`src/rtl/mult_job_sequencer_pkg.sv`:
```
`default_nettype none
// =====================================================================
// Module  : mult_job_sequencer_pkg
// Brief   : Shared state encoding and default sizes for the job sequencer
// Revision: 1.0
// =====================================================================
package mult_job_sequencer_pkg;

    localparam int c_def_w     = 8;
    localparam int c_def_depth = 4;
    localparam int c_def_cnt_w = 16;

    typedef enum logic [1:0] {
        IDLE  = 2'd0,
        START = 2'd1,
        WAIT  = 2'd2
    } seq_state_t;

    // One extra pointer bit distinguishes full from empty when addresses match.
    function automatic int ptr_width(input int depth);
        return $clog2(depth) + 1;
    endfunction

endpackage
`default_nettype wire

```
`src/rtl/mult_job_sequencer_job_fifo.sv`:
```
`default_nettype none
// =====================================================================
// Module  : job_fifo
// Brief   : Synchronous request FIFO holding packed operand pairs
// Revision: 1.0
// =====================================================================
module job_fifo
    import mult_job_sequencer_pkg::*;
#(
    parameter int DATA_W = 16,
    parameter int DEPTH  = 4
) (
    input  logic              clk,
    input  logic              rst_n,
    input  logic              i_push,
    input  logic              i_pop,
    input  logic [DATA_W-1:0] i_din,
    output logic [DATA_W-1:0] o_dout,
    output logic              o_full,
    output logic              o_empty
);

    localparam int c_ptr_w  = ptr_width(DEPTH);
    localparam int c_addr_w = c_ptr_w - 1;

    logic [c_ptr_w-1:0] r_wr_ptr;
    logic [c_ptr_w-1:0] r_rd_ptr;
    logic [DATA_W-1:0]  r_mem [DEPTH];
    logic               w_full;
    logic               w_empty;

    assign w_empty = (r_wr_ptr == r_rd_ptr);
    assign w_full  = (r_wr_ptr[c_addr_w] != r_rd_ptr[c_addr_w]) &&
                     (r_wr_ptr[c_addr_w-1:0] == r_rd_ptr[c_addr_w-1:0]);

    // Storage is cleared too so the head reads zero straight out of reset.
    always_ff @(posedge clk or negedge rst_n) begin
        if (!rst_n) begin
            r_wr_ptr <= '0;
            r_rd_ptr <= '0;
            for (int i = 0; i < DEPTH; i++) begin
                r_mem[i] <= '0;
            end
        end else begin
            if (i_push && !w_full) begin
                r_mem[r_wr_ptr[c_addr_w-1:0]] <= i_din;
                r_wr_ptr                      <= r_wr_ptr + 1'b1;
            end
            if (i_pop && !w_empty) begin
                r_rd_ptr <= r_rd_ptr + 1'b1;
            end
        end
    end

    assign o_dout  = r_mem[r_rd_ptr[c_addr_w-1:0]];
    assign o_full  = w_full;
    assign o_empty = w_empty;

endmodule
`default_nettype wire

```
`src/rtl/mult_job_sequencer.sv`:
```
`default_nettype none
// =====================================================================
// Module  : mult_job_sequencer
// Brief   : Queues operand pairs and issues one multiplier job at a time
// Revision: 1.0
// =====================================================================
module mult_job_sequencer
    import mult_job_sequencer_pkg::*;
#(
    parameter int W     = c_def_w,
    parameter int DEPTH = c_def_depth,
    parameter int CNT_W = c_def_cnt_w
) (
    input  logic             clk,
    input  logic             rst_n,
    input  logic             s_valid,
    output logic             s_ready,
    input  logic [W-1:0]     s_a,
    input  logic [W-1:0]     s_b,
    output logic             m_valid,
    input  logic             m_ready,
    output logic [2*W-1:0]   m_product,
    output logic             mul_start,
    output logic [W-1:0]     mul_a,
    output logic [W-1:0]     mul_b,
    input  logic             mul_done,
    input  logic [2*W-1:0]   mul_product,
    output logic             busy,
    output logic [CNT_W-1:0] jobs_done
);

    seq_state_t         r_state;
    logic               r_rst_done;
    logic               r_mul_start;
    logic               r_m_valid;
    logic [2*W-1:0]     r_m_product;
    logic [CNT_W-1:0]   r_jobs_done;

    logic               w_full;
    logic               w_empty;
    logic               w_push;
    logic               w_capture;
    logic [2*W-1:0]     w_head;

    // s_ready stays low until the first clock edge after reset release.
    assign s_ready   = r_rst_done && !w_full;
    assign w_push    = s_valid && s_ready;
    assign w_capture = (r_state == WAIT) && mul_done;

    job_fifo #(
        .DATA_W (2*W),
        .DEPTH  (DEPTH)
    ) u_fifo (
        .clk     (clk),
        .rst_n   (rst_n),
        .i_push  (w_push),
        .i_pop   (w_capture),
        .i_din   ({s_a, s_b}),
        .o_dout  (w_head),
        .o_full  (w_full),
        .o_empty (w_empty)
    );

    always_ff @(posedge clk or negedge rst_n) begin
        if (!rst_n) begin
            r_state     <= IDLE;
            r_rst_done  <= 1'b0;
            r_mul_start <= 1'b0;
            r_m_valid   <= 1'b0;
            r_m_product <= '0;
            r_jobs_done <= '0;
        end else begin
            r_rst_done  <= 1'b1;
            r_mul_start <= 1'b0;
            if (r_m_valid && m_ready) begin
                r_m_valid <= 1'b0;
            end
            case (r_state)
                // Registered m_valid gates the start, so a result taken this
                // cycle still defers the next job by one cycle.
                IDLE: begin
                    if (!w_empty && !r_m_valid) begin
                        r_state     <= START;
                        r_mul_start <= 1'b1;
                    end
                end
                START: begin
                    r_state <= WAIT;
                end
                WAIT: begin
                    if (mul_done) begin
                        r_m_product <= mul_product;
                        r_m_valid   <= 1'b1;
                        r_jobs_done <= r_jobs_done + 1'b1;
                        r_state     <= IDLE;
                    end
                end
                default: begin
                    r_state <= IDLE;
                end
            endcase
        end
    end

    assign mul_a     = w_head[2*W-1:W];
    assign mul_b     = w_head[W-1:0];
    assign mul_start = r_mul_start;
    assign m_valid   = r_m_valid;
    assign m_product = r_m_product;
    assign jobs_done = r_jobs_done;
    assign busy      = (r_state != IDLE);

endmodule
`default_nettype wire

```
`config.mk`:
```
export PLATFORM = sky130hd
export DESIGN_NAME = mult_job_sequencer
export DESIGN_NICKNAME = d
export VERILOG_FILES = /design/src/rtl/mult_job_sequencer_pkg.sv /design/src/rtl/mult_job_sequencer_job_fifo.sv /design/src/rtl/mult_job_sequencer.sv
export SDC_FILE = /design/constraint.sdc
export NUM_CORES = 1
export LEC_CHECK = 0
export CORE_UTILIZATION = 25
export DETAILED_ROUTE_END_ITERATION = 10
export GPL_TIMING_DRIVEN = 1
export MAX_ROUTING_LAYER = met4
export PLACE_DENSITY = 0.49
export SYNTH_ARGS = -nofsm -noshare
export SYNTH_HDL_FRONTEND = slang
export SYNTH_SLANG_ARGS = --single-unit
```
`constraint.sdc`:
```
create_clock -name clk -period 1.75 [get_ports clk]
set_input_delay 0.2625 -clock clk [delete_from_list [all_inputs] [get_ports clk]]
set_output_delay 0.2625 -clock clk [all_outputs]
set_load 0.01 [all_outputs]
```
==> run summary <==
Status -> finished, violations left
Failing checks -> negative setup slack
Full die area -> 19900 µm²
DRT antenna net count -> 0
Number of warnings printed during yosys synthesis -> 0
Total power of the final layout -> 0.0123 W
Upper clock frequency limit -> 0.510 GHz
Synthesized area per cell -> 14.6 µm²
Synth Instances -> 331
CTS Root Cell -> clkbuf_16
Cell area reported after detailed placement -> 6320 µm²
Area growth from synthesis to layout -> 44.1%
Share of post-route cells with drive strength above 1 -> 37.4%
Simple-gate area share of the yosys netlist -> 9.35%
Peak per-stage delay on the critical path -> 0.51 ns
CP Class -> flop to output port
Post-synthesis register bit count -> 107
Detailed-route wire length on metal 1 -> 5280 µm
Vias per Instance -> 4.15
Critical Path Sink Type -> output port
Net Count, Synth -> 374
Cell area after synthesis -> 4840 µm²
Vias -> 3026
Post-synthesis sequential area ratio -> 55.3%
Number of remaining DRC errors -> 0
Maximum number of pins on one net before global-route repair -> 35
Via count of the first global-routing pass -> 3227
Top Ports -> 89
Combined flip-flop and latch cell area -> 2680 µm²
Slack of the critical path -> -0.211 ns
Final RePlAce weighted congestion -> 0.700
Met2 wire length -> 5230 µm
Final number of setup-violating endpoints -> 84
Cell type of the slowest stage on the worst timing path -> mux4_2
Latest clock arrival within the worst-skew pair -> 0.36 ns
Total of fill cells in the finished design -> 1796
Count of unique library cells instantiated by Yosys -> 33
First-pass GRT wire length -> 17800 µm
Detailed placement HPWL -> 7430 µm
Final std cell area, no fill -> 6980 µm²
Fraction of the mapped netlist area in adder cells -> 1.55%
Final #Nets -> 508
Count of H-tree levels built during CTS -> 3
Sum of routed wire length over all layers -> 11100 µm
Portion of netlist area occupied by mux cells -> 26.0%
Number of endpoints with negative hold slack in the final report -> 0
LEAKAGE -> 3.25 nW
Number of detailed-route iterations in the first pass -> 4
Area of the placeable core -> 18800 µm²
Maximum fanout along the worst path -> 5
Met3 Routed Length -> 389 µm
Count of inserted antenna diode cells -> 0
Sort of element at the start of the critical path -> flop
Die W -> 141 µm
Power Dens Cells -> 1760 nW/µm²
Area of the multi-input gates -> 2130 µm²
Area share of xor/xnor cells in the synthesized design -> 4.68%
Port Buffers -> 88
Highest metal layer used by the detailed router -> met4
Starting density of the core -> 25.7%
Combined buffer and inverter count along the critical path -> 3
Setup clock skew after layout -> 0.0133 ns
Crit path time final -> 1.96 ns
Number of clock sinks -> 107
Cell Chain, Critical Path -> buf_6 > buf_6 > mux4_2 > buf_6
HP Class -> primary input to async pin
Clock-pin slew of the registers on the worst-case setup and hold paths -> 0.08 ns
Drt wl/cell -> 15.2 µm
Library cell appearing most often on the critical path -> buf_6
Final period util -> 112%
Delay-heaviest family, CP -> multiplexers
CTS tree -> built
Total number of placement rows -> 50
Die height -> 141 µm
Required time of the critical path -> 1.49 ns
Largest family of logic cells by synthesized area -> multiplexers
Arrival time at the worst endpoint -> 1.70 ns
Peak VDD IR -> 0.873 mV
RSZ-0062 raised after global routing -> yes
Num CTS Buffers -> 9
Final max-slew violation count -> 0
Drt initial violations -> 122
Compound-cell area share of the yosys netlist -> 0.594%
GRT Resource Usage Total -> 12.1%
Buffers from clock root to sink, at most -> 2
Max-cap check violation count -> 0
Number of antenna violations at the first check in global routing -> 0
GRT Residual Overflow -> 0
cell type report:
| class | instances | share of cell area, % |
|---|---|---|
| well taps | 260 | 4.66 |
| repair buffers | 136 | 22.0 |
| clock inverters | 7 | 0.861 |
| flip-flops and latches | 107 | 38.4 |
| multi-input cells | 205 | 30.5 |
| inverters | 6 | 0.323 |
| clock buffers | 9 | 3.23 |
path summary, 6_finish.rpt:
| path | to | startpoint | cells past startpoint | slack, ns |
|---|---|---|---|---|
| max | mul_b[4] | u_fifo.r_rd_ptr[0] | 4 | -0.21 |
| min | u_fifo.r_mem[4] | rst_n | 2 | 0.32 |
| max reg2reg | u_fifo.r_mem[62] | u_fifo.r_rd_ptr[0] | 9 | -0.16 |
| min reg2reg | jobs_done[15] | jobs_done[15] | 1 | 0.47 |
| max in group asynchronous | jobs_done[15] | rst_n | 3 | 0.79 |
| min in group clk | m_product[8] | mul_product[8] | 3 | 0.44 |
metrics by stage:
stage	setup WS (ns)	cells	hold slack, ns	util [%]	TNS, ns
6_report	-0.211	730	0.318	37.0	-10.07
5_1_grt	-0.257	730	0.327	37.0	-15.49
4_1_cts	-0.218	727	0.308	36.4	-12.25
3_5_place_dp	-0.109	697	0.160	33.6	-4.91
3_3_place_gp	-0.108	697	0.162	33.6	-4.71
2_1_floorplan	0.0659	331	-0.0331	-	0
kinds of logic after synthesis:
group	after synthesis
DFF	107
adders and majority gates	6
other	1
AOI/OAI and AO/OA	4
muxes	83
buffers and inverters	19
and+or+nand+nor	89
xor gates and xnor gates	22
metal layers:
layer  global-route usage (%)  vias up
li1                         -     1409
met1                     15.5     1537
met2                     18.6       67
met3                     2.31       13
met4                     5.32        0
met5                        -        -
worst reg2reg max path, cell delays in order (launching register included):
cell and delay [ns]:
dfrtp_1 0.43, buf_6 0.16, buf_4 0.15, xnor2_4 0.16, nand3b_4 0.10, buf_8 0.15, nand3_4 0.11, buf_12 0.12
buf_12 0.13, mux2_4 0.30
cells in the final DEF, fill, tap and decap left out, types with 2 or more instances in the layout:
cell type,n
nor2_1,4
dfrtp_1,107
clkdlybuf4s50_1,69
ha_1,6
a311oi_1,2
mux2_4,52
inv_1,6
nand3_4,4
buf_2,4
buf_12,16
clkbuf_16,12
mux2_2,15
nand2_1,59
and2_4,2
and3_1,2
nand3_1,3
clkinv_4,2
buf_6,24
buf_4,17
nand4_1,2
xnor2_4,2
xor2_1,8
clkinvlp_4,3
mux4_2,16
xnor2_1,11
nor3_1,6
power by group:
part | leakage [nW] | total [W] | switching, W | internal (W)
Combinational | 1.81 | 0.00608 | 0.00215 | 0.00393
Clock | 0.130 | 0.00198 | 0.000992 | 0.000986
Sequential | 1.31 | 0.00423 | 0.000680 | 0.00355
Total | 3.25 | 0.0123 | 0.00383 | 0.00846
flip-flops by register name, indices dropped and copies added (netlist names):
signal           flops
r_state              2
m_valid              1
jobs_done           16
u_fifo.r_wr_ptr      3
mul_start            1
u_fifo.r_mem        64
m_product           16
u_fifo.r_rd_ptr      3
r_rst_done           1
repair_timing:
action,4_1_cts,5_1_grt
pin swaps,3,2
hold buffers,1,0
resized for setup,102,12
endpoints found under the hold margin,15,0
cloned,1,3
setup buffers,12,1
setup endpoints to repair,80,85
cell usage after synthesis:
library cell	number	area share (%)
dfrtp_1	107	55
nand2_1	59	4.6
mux2_4	39	12
mux2_2	28	6.5
mux4_2	16	7.4
xnor2_1	11	2.0
xor2_1	8	1.4
ha_1	6	1.6
inv_1	6	0.47
nor3_1	6	0.62
buf_6	5	1.2
nand3_4	4	1.4
nor2_1	4	0.31
and2_1	3	0.39
buf_2	3	0.31
nand3_1	3	0.31
a311oi_1	2	0.36
and3_1	2	0.26
buf_1	2	0.16
clkbuf_1	2	0.16
nand4_1	2	0.26
xnor2_2	2	0.67
a31oi_1	1	0.13
and3b_1	1	0.18
and4_1	1	0.18
buf_4	1	0.16
conb_1	1	0.077
nand3b_1	1	0.16
nand3b_4	1	0.41
nor4_1	1	0.13
o21ai_0	1	0.10
or2_2	1	0.13
xnor2_4	1	0.57
Power figures use the tool's default switching activity.
